### config.mk
export PLATFORM = sky130hd
export DESIGN_NAME = sstv_cal_track
export DESIGN_NICKNAME = d
export VERILOG_FILES = /design/src/rtl/sstv_cal_track.sv
export SDC_FILE = /design/constraint.sdc
export NUM_CORES = 1
export LEC_CHECK = 0
export BUFFER_PORTS_ARGS = -buffer_cell sky130_fd_sc_hd__buf_2
export CORE_AREA = 8 8 73 75
export DETAILED_ROUTE_END_ITERATION = 8
export DIE_AREA = 0 0 81 83
export PLACE_DENSITY = 0.91
export RECOVER_POWER = 50
export SYNTH_ARGS = -nofsm -noshare
export SYNTH_HDL_FRONTEND = slang
export SYNTH_SLANG_ARGS = --single-unit
export TNS_END_PERCENT = 50
### constraint.sdc
create_clock -name clk -period 9.77 [get_ports clk]
set_input_delay 2.931 -clock clk [delete_from_list [all_inputs] [get_ports clk]]
set_output_delay 2.931 -clock clk [all_outputs]
set_load 0.01 [all_outputs]
### src/rtl/sstv_cal_track.sv
// sstv_cal_track: walks the SSTV calibration header (leader/break/leader/start bit) with glitch filtering.
// Define SSTV_CAL_OFFSET_EN to measure the mean leader-2 offset from 1900 Hz.
module sstv_cal_track #(
  parameter int FREQ_W       = 12,
  parameter int TOL          = 50,
  parameter int LEADER_MIN   = 27000,
  parameter int BREAK_MIN    = 700,
  parameter int BREAK_MAX    = 1300,
  parameter int START_TICKS  = 3000,
  parameter int GLITCH_TICKS = 20,
  parameter int AVG_LOG2     = 12
) (
  input  logic                     clk,
  input  logic                     reset,
  input  logic [FREQ_W-1:0]        freq,
  input  logic                     rearm,
  output logic                     cal_active,
  output logic                     cal_ok,
  output logic                     cal_fail,
  output logic signed [FREQ_W:0]   offset,
  output logic                     offset_valid
);
  localparam int SW = FREQ_W + 1;
  localparam int D1 = LEADER_MIN > START_TICKS ? LEADER_MIN : START_TICKS;
  localparam int D2 = D1 > BREAK_MAX + 1 ? D1 : BREAK_MAX + 1;
  localparam int D3 = D2 > (1 << AVG_LOG2) ? D2 : (1 << AVG_LOG2);
  localparam int DW = $clog2(D3 + 1);
  localparam int GW = $clog2(GLITCH_TICKS + 1);
  localparam logic [DW-1:0] L_MIN = DW'(LEADER_MIN);
  localparam logic [DW-1:0] B_MIN = DW'(BREAK_MIN);
  localparam logic [DW-1:0] B_MAX = DW'(BREAK_MAX);
  localparam logic [DW-1:0] S_TCK = DW'(START_TICKS);
  localparam logic [GW-1:0] G_TCK = GW'(GLITCH_TICKS);
  localparam logic signed [SW-1:0] C_HI  = SW'(1900);
  localparam logic signed [SW-1:0] C_LO  = SW'(1200);
  localparam logic signed [SW-1:0] TOL_S = SW'(TOL);

  typedef enum logic [2:0] {IDLE, LEADER1, BREAK, LEADER2, START, DONE} state_t;

  state_t state_q, state_d;
  logic [DW-1:0] dur_q, dur_d, dur_inc;
  logic [GW-1:0] glitch_q, glitch_d, glitch_inc;
  logic signed [SW-1:0] d_hi, d_lo;
  logic in_hi, in_lo, abort, glitch_abort;
  logic cal_active_q, cal_ok_q, cal_fail_q;

  assign d_hi = $signed({1'b0, freq}) - C_HI;
  assign d_lo = $signed({1'b0, freq}) - C_LO;
  assign in_hi = d_hi >= -TOL_S && d_hi <= TOL_S;
  assign in_lo = d_lo >= -TOL_S && d_lo <= TOL_S;
  assign dur_inc = &dur_q ? dur_q : dur_q + DW'(1);
  assign glitch_inc = glitch_q + GW'(1);
  assign glitch_abort = glitch_inc == G_TCK;

  always_comb begin
    state_d  = state_q;
    dur_d    = dur_q;
    glitch_d = '0;
    abort    = 1'b0;
    case (state_q)
      IDLE: if (in_hi) begin
        state_d = LEADER1;
        dur_d   = DW'(1);
      end
      LEADER1, LEADER2: if (in_hi) dur_d = dur_inc;
        else if (in_lo && dur_q >= L_MIN) begin
          state_d = state_q == LEADER1 ? BREAK : START;
          dur_d   = DW'(1);
        end else begin
          glitch_d = glitch_inc;
          abort    = glitch_abort;
        end
      BREAK: if (in_lo) begin
          dur_d = dur_inc;
          abort = dur_inc > B_MAX;
        end else if (in_hi) begin
          state_d = LEADER2;
          dur_d   = DW'(1);
          abort   = dur_q < B_MIN;
        end else begin
          glitch_d = glitch_inc;
          abort    = glitch_abort;
        end
      START: if (in_lo) begin
          dur_d   = dur_inc;
          state_d = dur_inc == S_TCK ? DONE : START;
        end else if (in_hi) abort = 1'b1;
        else begin
          glitch_d = glitch_inc;
          abort    = glitch_abort;
        end
      DONE: state_d = rearm ? IDLE : DONE;
      default: state_d = IDLE;
    endcase
    if (abort) state_d = IDLE;
    if (state_d == IDLE || state_d == DONE) begin
      dur_d    = '0;
      glitch_d = '0;
    end
  end

  always_ff @(posedge clk) begin
    if (reset) begin
      state_q      <= IDLE;
      dur_q        <= '0;
      glitch_q     <= '0;
      cal_active_q <= 1'b0;
      cal_ok_q     <= 1'b0;
      cal_fail_q   <= 1'b0;
    end else begin
      state_q      <= state_d;
      dur_q        <= dur_d;
      glitch_q     <= glitch_d;
      cal_active_q <= state_d inside {LEADER1, BREAK, LEADER2, START};
      cal_ok_q     <= state_d == DONE;
      cal_fail_q   <= abort;
    end
  end

  assign cal_active = cal_active_q;
  assign cal_ok     = cal_ok_q;
  assign cal_fail   = cal_fail_q;

`ifdef SSTV_CAL_OFFSET_EN
  localparam int AW = SW + AVG_LOG2;
  localparam logic [DW-1:0] N_AVG = DW'(1 << AVG_LOG2);
  logic signed [AW-1:0] acc_q, acc_d, d_ext;
  logic signed [SW-1:0] offset_q;
  logic offset_valid_q, to_done;

  assign d_ext   = {{AVG_LOG2{d_hi[SW-1]}}, d_hi};
  assign to_done = state_q == START && state_d == DONE;

  // first leader-2 sample seeds the sum; the next 2^AVG_LOG2-1 in-band samples add to it
  always_comb begin
    acc_d = acc_q;
    if (state_q == BREAK && state_d == LEADER2) acc_d = d_ext;
    else if (state_q == LEADER2 && state_d == LEADER2 && in_hi && dur_q < N_AVG) acc_d = acc_q + d_ext;
  end

  always_ff @(posedge clk) begin
    if (reset) begin
      acc_q          <= '0;
      offset_q       <= '0;
      offset_valid_q <= 1'b0;
    end else begin
      acc_q          <= acc_d;
      offset_q       <= to_done ? SW'(acc_q >>> AVG_LOG2) : offset_q;
      offset_valid_q <= to_done;
    end
  end

  assign offset       = offset_q;
  assign offset_valid = offset_valid_q;
`else
  assign offset       = '0;
  assign offset_valid = 1'b0;
`endif
endmodule

==> results.md, run 1 <==
- VDD IR max: approximately 0.093 mV
- Sink Count: 26
- Die Height: about 83 um
- Largest net degree at the start of global routing: 21
- Pleak: 0.884 nW
- Cells after Synth: roughly 340
- Io pins: 32
- MaxCap Viol Count: 0
- First-pass DRT Iterations: 6
- Cell area after synthesis: approximately 2600 sq um
- Outcome: finished, final reports clean
- Worst-path maximum fanout: 16
- Min-Delay Path Depth: 1
- CP Class: input pin to flip-flop
- Initial antenna violation count: 0
- 1st-iter DRT viols: approximately 270
- Hold_buf cts: 0
- Met3 Use GR: roughly 3.8%
- Yosys reg bits: 26
- Synth top area cells: dfxtp_1, a21oi_1, buf_4
- Setup crit end kind: flip-flop
- M2 GR Usage: 31.9%
- Final-layout fill cell count: 387
- CTS Buffer Depth: 2
- Multi-input gate area: roughly 1800 sq um
- Critical Path Start: freq[4]
- Min Hold Slack: 0.501 ns
- # nets final: ~360
- Core area: 4200 sq um
- Final Cycle Share: just under 60%
- Total Wirelength: ~6500 um
- Min-delay src: glitch_q[0]$_SDFF_PP0_
- First-pass GRT wire length: 11000 um
- Fin. Hold Viols: 0
- Area leader, netlist: dfxtp_1
- Root Driver: clkbuf_8
- Slew Limit Fails: 0
- Die Wd: 81 um
- Min-delay worst type: flip-flop to flip-flop
- Inserted Clock Buffers: 3
- Setup bufs post-CTS: 0
- Worst r2r src: dur_q[1]$_SDFFE_PP0P_
- Synth Flop Type: dfxtp_1
- Final setup viols: 0
- Pin slew with the least headroom to its limit: around 0.97 ns
- Syn_area_per_cell: approximately 7.6 sq um
- Antenna cells: 0
- WP data required: a little under 10 ns
- Worst Reg-to-Reg Cells: 9
- Layout area overhead: 0.775%
- Post-synth EDFFs: 0
- Initial Utilization: between 60 and 70%
- Sequential share of the synthesized area: 20.1%
- Post-detailed-route count of antenna-violating nets: 0
- Met1 usage in global routing: 24.2%
- Max transition margin: between 30% and 40%
- Worst skew pair latency: around 0.28 ns
- Vias: roughly 2600
- Die Area: 6720 sq um
- Share of the synthesized area in the top cell type: 20.1%
- TritonCTS clock tree: built
- Worst-path clk slew: around 0.09 ns
- Min Tclk post-route: 5.78 ns
- Layout cells sized above 1: about a tenth
- Setup crit start kind: input pin
- PortBufs: 17
- GR Overflow Total: 0
- Async SR Flop Fraction: 0%
- # DRC: 0
- Placer Congestion: roughly 0.95
- Drt wl/cell: 16.8 um
- Post_cts resized: 0
- Crit path arrival time: roughly 5.9 ns
- Vias per cell: 6.80
- Vias in the first global route: roughly 2400
- Achievable Freq: between 0.15 and 0.2 GHz
- Total GRT Usage: 19.1%
- YS warnings: 0
- Distinct cells, synth: 73
- TNS Setup: 0 ns
- CTS H-tree lvls: 1
- Clock skew: between 0.001 and 0.0015 ns
- Unrepaired setup endpoints after global routing: no
- Power Density: 89.6 nW/um^2
- Most crowded layer after global routing: met2
- Row cnt: 24
- Dpl hpwl: 4760 um
- Sequential Area: ~520 sq um
==> where the power goes <==
group	switching [mW]	internal (mW)	total [mW]	leakage [nW]
registers	0.000562	0.106	0.107	0.209
logic	0.0224	0.0121	0.0345	0.639
clock network	0.0371	0.0550	0.0921	0.0357
total	0.0601	0.173	0.233	0.884
==> stage by stage <==
stage	cell area, sq um	total power, mW	util, %	worst slack (ns)	instances
after floorplan	2630	0.141	-	4.44	352
after global placement	2550	0.142	60.6	4.03	385
after detailed placement	2550	0.144	60.6	3.97	385
after CTS	2620	0.232	62.3	4.26	389
after global routing	2600	0.241	61.9	3.57	389
final	2600	0.233	61.9	3.99	389
==> cells by family (layout without fill, tap and decap cells) <==
logic type      count (synthesis)  in the layout  share of synthesized area, %
simple gates                  131            131                          27.7
compound gates                109            109                          30.4
fa+ha+maj                       8              8                          3.87
other cells                     1             14                         0.145
flops                          26             26                          20.1
buf+inv                        45             30                          10.5
xor+xnor                       16             16                          5.42
mux                             3              3                          1.79
==> state kept, by name (all words and copies together), names as in the netlist <==
name        flops
cal_active      1
cal_fail        1
cal_ok          1
dur_q          15
glitch_q        5
state_q         3
==> critical path: stages <==
cell and delay [ns]:
clkbuf_1 0.27, ha_1 0.30, xor2_1 0.24, o311ai_0 0.20, mux2i_2 0.25, nand3_1 0.26, o311a_1 0.43, a211oi_4 0.27
mux2i_4 0.62, a211oi_1 0.13
==> cell usage after synthesis (3+ instances only) <==
library cell	count
a211oi_1	11
a21o_1	3
a21oi_1	31
a2bb2oi_1	3
a31oi_1	5
a41o_1	4
and3_1	7
and4_1	4
buf_2	7
buf_4	18
buf_6	3
clkbuf_1	7
dfxtp_1	26
ha_1	8
inv_1	8
nand2_1	23
nand2b_1	6
nand3_1	18
nand4_1	9
nor2_1	24
nor2b_1	5
nor3_1	9
nor4_1	6
o211ai_1	3
o21ai_0	13
or3_1	5
xnor2_1	8
xor2_1	8
==> layer usage <==
layer / part of all wire, % / up-vias
li1: - / 1257
met1: 42 / 1221
met2: 49 / 150
met3: 7.9 / 16
met4: 1.1 / 0
met5: 0 / -
==> cell type report <==
cell class	instances	area share, %
Clock buffer	3	1.59
Timing Repair Buffer	17	3.08
Multi-Input combinational cell	281	70.3
Sequential cell	26	20.0
Tap cell	52	2.50
Clock inverter	1	1.15
Inverter	9	1.39
==> final timing paths <==
check / end / slack, ns
max: dur_q[1]$_SDFFE_PP0P_ / 3.99
min: glitch_q[0]$_SDFF_PP0_ / 0.50
max reg2reg: dur_q[3]$_SDFFE_PP0P_ / 6.31
min reg2reg: glitch_q[0]$_SDFF_PP0_ / 0.50
==> placed cells by master, fill, tap and decap left out, drive strengths merged, types with 7 or more instances in the layout <==
master / netlist / layout
a21oi: 32 / 32
dfxtp: 26 / 26
nor2: 24 / 24
nand2: 24 / 24
nand3: 19 / 19
conb: 1 / 14
o21ai: 14 / 14
a211oi: 14 / 14
buf: 28 / 13
nor3: 10 / 10
nand4: 9 / 9
inv: 9 / 9
xor2: 8 / 8
xnor2: 8 / 8
ha: 8 / 8
nor4: 8 / 8
and3: 7 / 7
clkbuf: 8 / 7
(Power assumes the default switching activity.)
==> run 2, diff against run 1 <==
--- a/config.mk
+++ b/config.mk
@@ -6,10 +6,10 @@
 export NUM_CORES = 1
 export LEC_CHECK = 0
 export BUFFER_PORTS_ARGS = -buffer_cell sky130_fd_sc_hd__buf_2
-export CORE_AREA = 8 8 73 75
+export CORE_AREA = 8 8 79 81
 export DETAILED_ROUTE_END_ITERATION = 8
-export DIE_AREA = 0 0 81 83
-export PLACE_DENSITY = 0.91
+export DIE_AREA = 0 0 87 89
+export PLACE_DENSITY = 0.81
 export RECOVER_POWER = 50
 export SYNTH_ARGS = -nofsm -noshare
 export SYNTH_HDL_FRONTEND = slang
==> constraint.sdc (replaced) <==
create_clock -name clk -period 5 [get_ports clk]
set_input_delay 1.5 -clock clk [delete_from_list [all_inputs] [get_ports clk]]
set_output_delay 1.5 -clock clk [all_outputs]
set_load 0.01 [all_outputs]
==> run 2 against run 1 <==
Compared with the run above: final area up 0.91%; first-iteration DRC count rose by 0.37%; register-to-register slack worse by 4.9 ns; critical path type unchanged; clock-buffer cell count unchanged; routed wire length rose by 0.84%.
==> results.md, run 2 (synthesized netlist as in run 1, its figures left out) <==
- Core area: 4980 sq um (+18%)
- Vias: 2587 (-2.2%)
- Die Height: 89 um (+7.2%)
- Placer Congestion: 0.945 (-0.32%)
- Inserted Clock Buffers: 3 (unchanged)
- Die Area: 7740 sq um (+15%)
- Min-delay src: glitch_q[0]$_SDFF_PP0_
- Largest net degree at the start of global routing: 21 (unchanged)
- Sink of the worst hold path: glitch_q[0]$_SDFF_PP0_
- Vias per cell: 6.36 (-6.5%)
- CTS Buffer Depth: 2 (unchanged)
- Final setup viols: 0 (unchanged)
- Min-Delay Path Depth: 1 (unchanged)
- Worst Reg-to-Reg Cells: 9 (unchanged)
- Setup crit end kind: flip-flop
- Worst r2r src: dur_q[0]$_SDFFE_PP0P_
- Root Driver: clkbuf_8
- First-pass DRT Iterations: 5 (-1)
- Crit path top cell by count: a21oi_1
- GR Overflow Total: 0 (unchanged)
- Power, Total: 0.458 mW (+96%)
- Unrepaired setup endpoints after global routing: no
- WP data required: 5.14 ns (-4.76 ns)
- R2r setup slk: 1.41 ns (-4.90 ns)
- Reg with most FFs: dur_q
- Layout cells sized above 1: 10.4% (+0.30 points)
- Pleak: 0.886 nW (+0.24%)
- Placed Area: 2570 sq um (+0.88%)
- Worst-path maximum fanout: 20 (+4)
- # nets final: 361 (unchanged)
- Min Hold Slack: 0.490 ns (-0.0112 ns)
- Clock skew: 0.0129 ns (+0.0117 ns)
- TNS Setup: 0 ns (unchanged)
- Total GRT Usage: 16.5% (-2.6 points)
- Worst-path clk slew: 0.09 ns (about the same)
- Power Density: 174 nW/um^2 (+95%)
- First-pass GRT wire length: 10600 um (-4.4%)
- Drt wl/cell: 16.1 um (-3.6%)
- Antenna cells: 0 (unchanged)
- Layout area overhead: 1.69%
- # DRC: 0 (unchanged)
- TritonCTS clock tree: built
- Pin slew with the least headroom to its limit: 1.06 ns (+0.0879 ns)
- Largest stage delay on the critical path: 0.61 ns (about the same)
- Min-delay worst type: flip-flop to flip-flop
- CTS H-tree lvls: 1 (unchanged)
- Crit path buffers/inverters: 1 (unchanged)
- Fin. Hold Viols: 0 (unchanged)
- Die Wd: 87 um (+7.4%)
- Initial antenna violation count: 0 (unchanged)
- Worst skew pair latency: 0.28 ns (about the same)
- Initial Utilization: 51.9% (-9.5 points)
- Post-detailed-route count of antenna-violating nets: 0 (unchanged)
- Io pins: 32 (unchanged)
- Dpl hpwl: 4780 um (+0.51%)
- Crit path arrival time: 4.55 ns (-1.36 ns)
- CP cell instances: buf_2 > ha_1 > xor2_1 > a21oi_1 > nor3_1 > nand3_1 > a2111oi_0 > a21oi_1 > nand2_1 > nor4_2
- Post_cts resized: 0 (unchanged)
- VDD IR max: 0.149 mV (+59%)
- Final Cycle Share: between 80% and 90%
- Hold_buf cts: 0 (unchanged)
- Most common cell after layout, fill and taps aside: a21oi_1
- Slew Limit Fails: 0 (unchanged)
- Vias in the first global route: 2249 (-7.8%)
- Post-layout util: 52.8% (-9.1 points)
- RR Endpoint: dur_q[3]$_SDFFE_PP0P_
- Most frequent cells in the layout: a21oi_1, dfxtp_1, nor2_1
- Fin area: 2630 sq um (+0.91%)
- Row cnt: 26 (+8.3%)
- Outcome: finished, final reports clean
- CP Class: input pin to flip-flop
- Min Tclk post-route: roughly 4.4 ns
- Critical Path Start: freq[4]
- PortBufs: 17 (unchanged)
- Sink Count: 26 (unchanged)
- Total Wirelength: 6570 um (+0.84%)
- 1st-iter DRT viols: 270 (+0.37%)
- Kind of cell adding the most delay to the critical path: simple AND/OR/NAND/NOR gates
- Slowest-stage cell, CP: a2111oi_0
- MaxCap Viol Count: 0 (unchanged)
- Biggest regs: dur_q (15), glitch_q (5), state_q (3)
- Achievable Freq: roughly 0.23 GHz
- Max reg flops: 15 (unchanged)
- Setup crit start kind: input pin
- Max transition margin: 29.2% (-5.9 points)
- Setup bufs post-CTS: 0 (unchanged)
## run 2: changes by cell type in the layout (fill, tap and decap cells not counted), sizes merged
cell / previous run / this run
clkbuf: 7 / 6
buf: 13 / 14
## run 2: worst register-to-register path: cells and delay by family (launching register included)
kind                       cells  cell delay [ns]
DFF                            1             0.47
AOI/OAI and AO/OA              4             1.13
and+or+nand+nor                4             1.56
adders and majority gates      1             0.34
## run 2: area by class of cell
type	count	area [sq um]
tap	70	87.6
inverter	9	36.3
clock buffer	3	41.3
timing repair buffer	17	81.3
sequential	26	520
fill	487	2350
clock inverter	1	30.0
multi-input combinational	281	1830
## run 2: metrics by stage
stage | setup WS [ns] | std cells
finish | 0.588 | 407
global route | 0.344 | 407
CTS | 0.856 | 407
detailed placement | 0.575 | 403
global placement | 0.678 | 403
floorplan | 1.10 | 352
## run 2: per-layer routing
layer	vias up	GRT usage (%)	wire length, um
met5	-	0	0
met1	1181	22.0	2890
met2	135	26.6	3040
met4	0	6.10	174
met3	22	2.02	475
li1	1249	-	-
## run 2: worst max-delay path by stage
stage | endpoint | cells past startpoint | slack [ns]
floorplan | dur_q[8]$_SDFFE_PP0P_ | 12 | 1.10
global placement | dur_q[2]$_SDFFE_PP0P_ | 10 | 0.68
detailed placement | dur_q[4]$_SDFFE_PP0P_ | 10 | 0.58
CTS | dur_q[8]$_SDFFE_PP0P_ | 10 | 0.86
global route | dur_q[4]$_SDFFE_PP0P_ | 10 | 0.34
finish | dur_q[8]$_SDFFE_PP0P_ | 10 | 0.59
## run 2: power breakdown
group	internal, mW	switching, mW
registers	0.208	0.00109
logic	0.0237	0.0445
clock network	0.107	0.0743
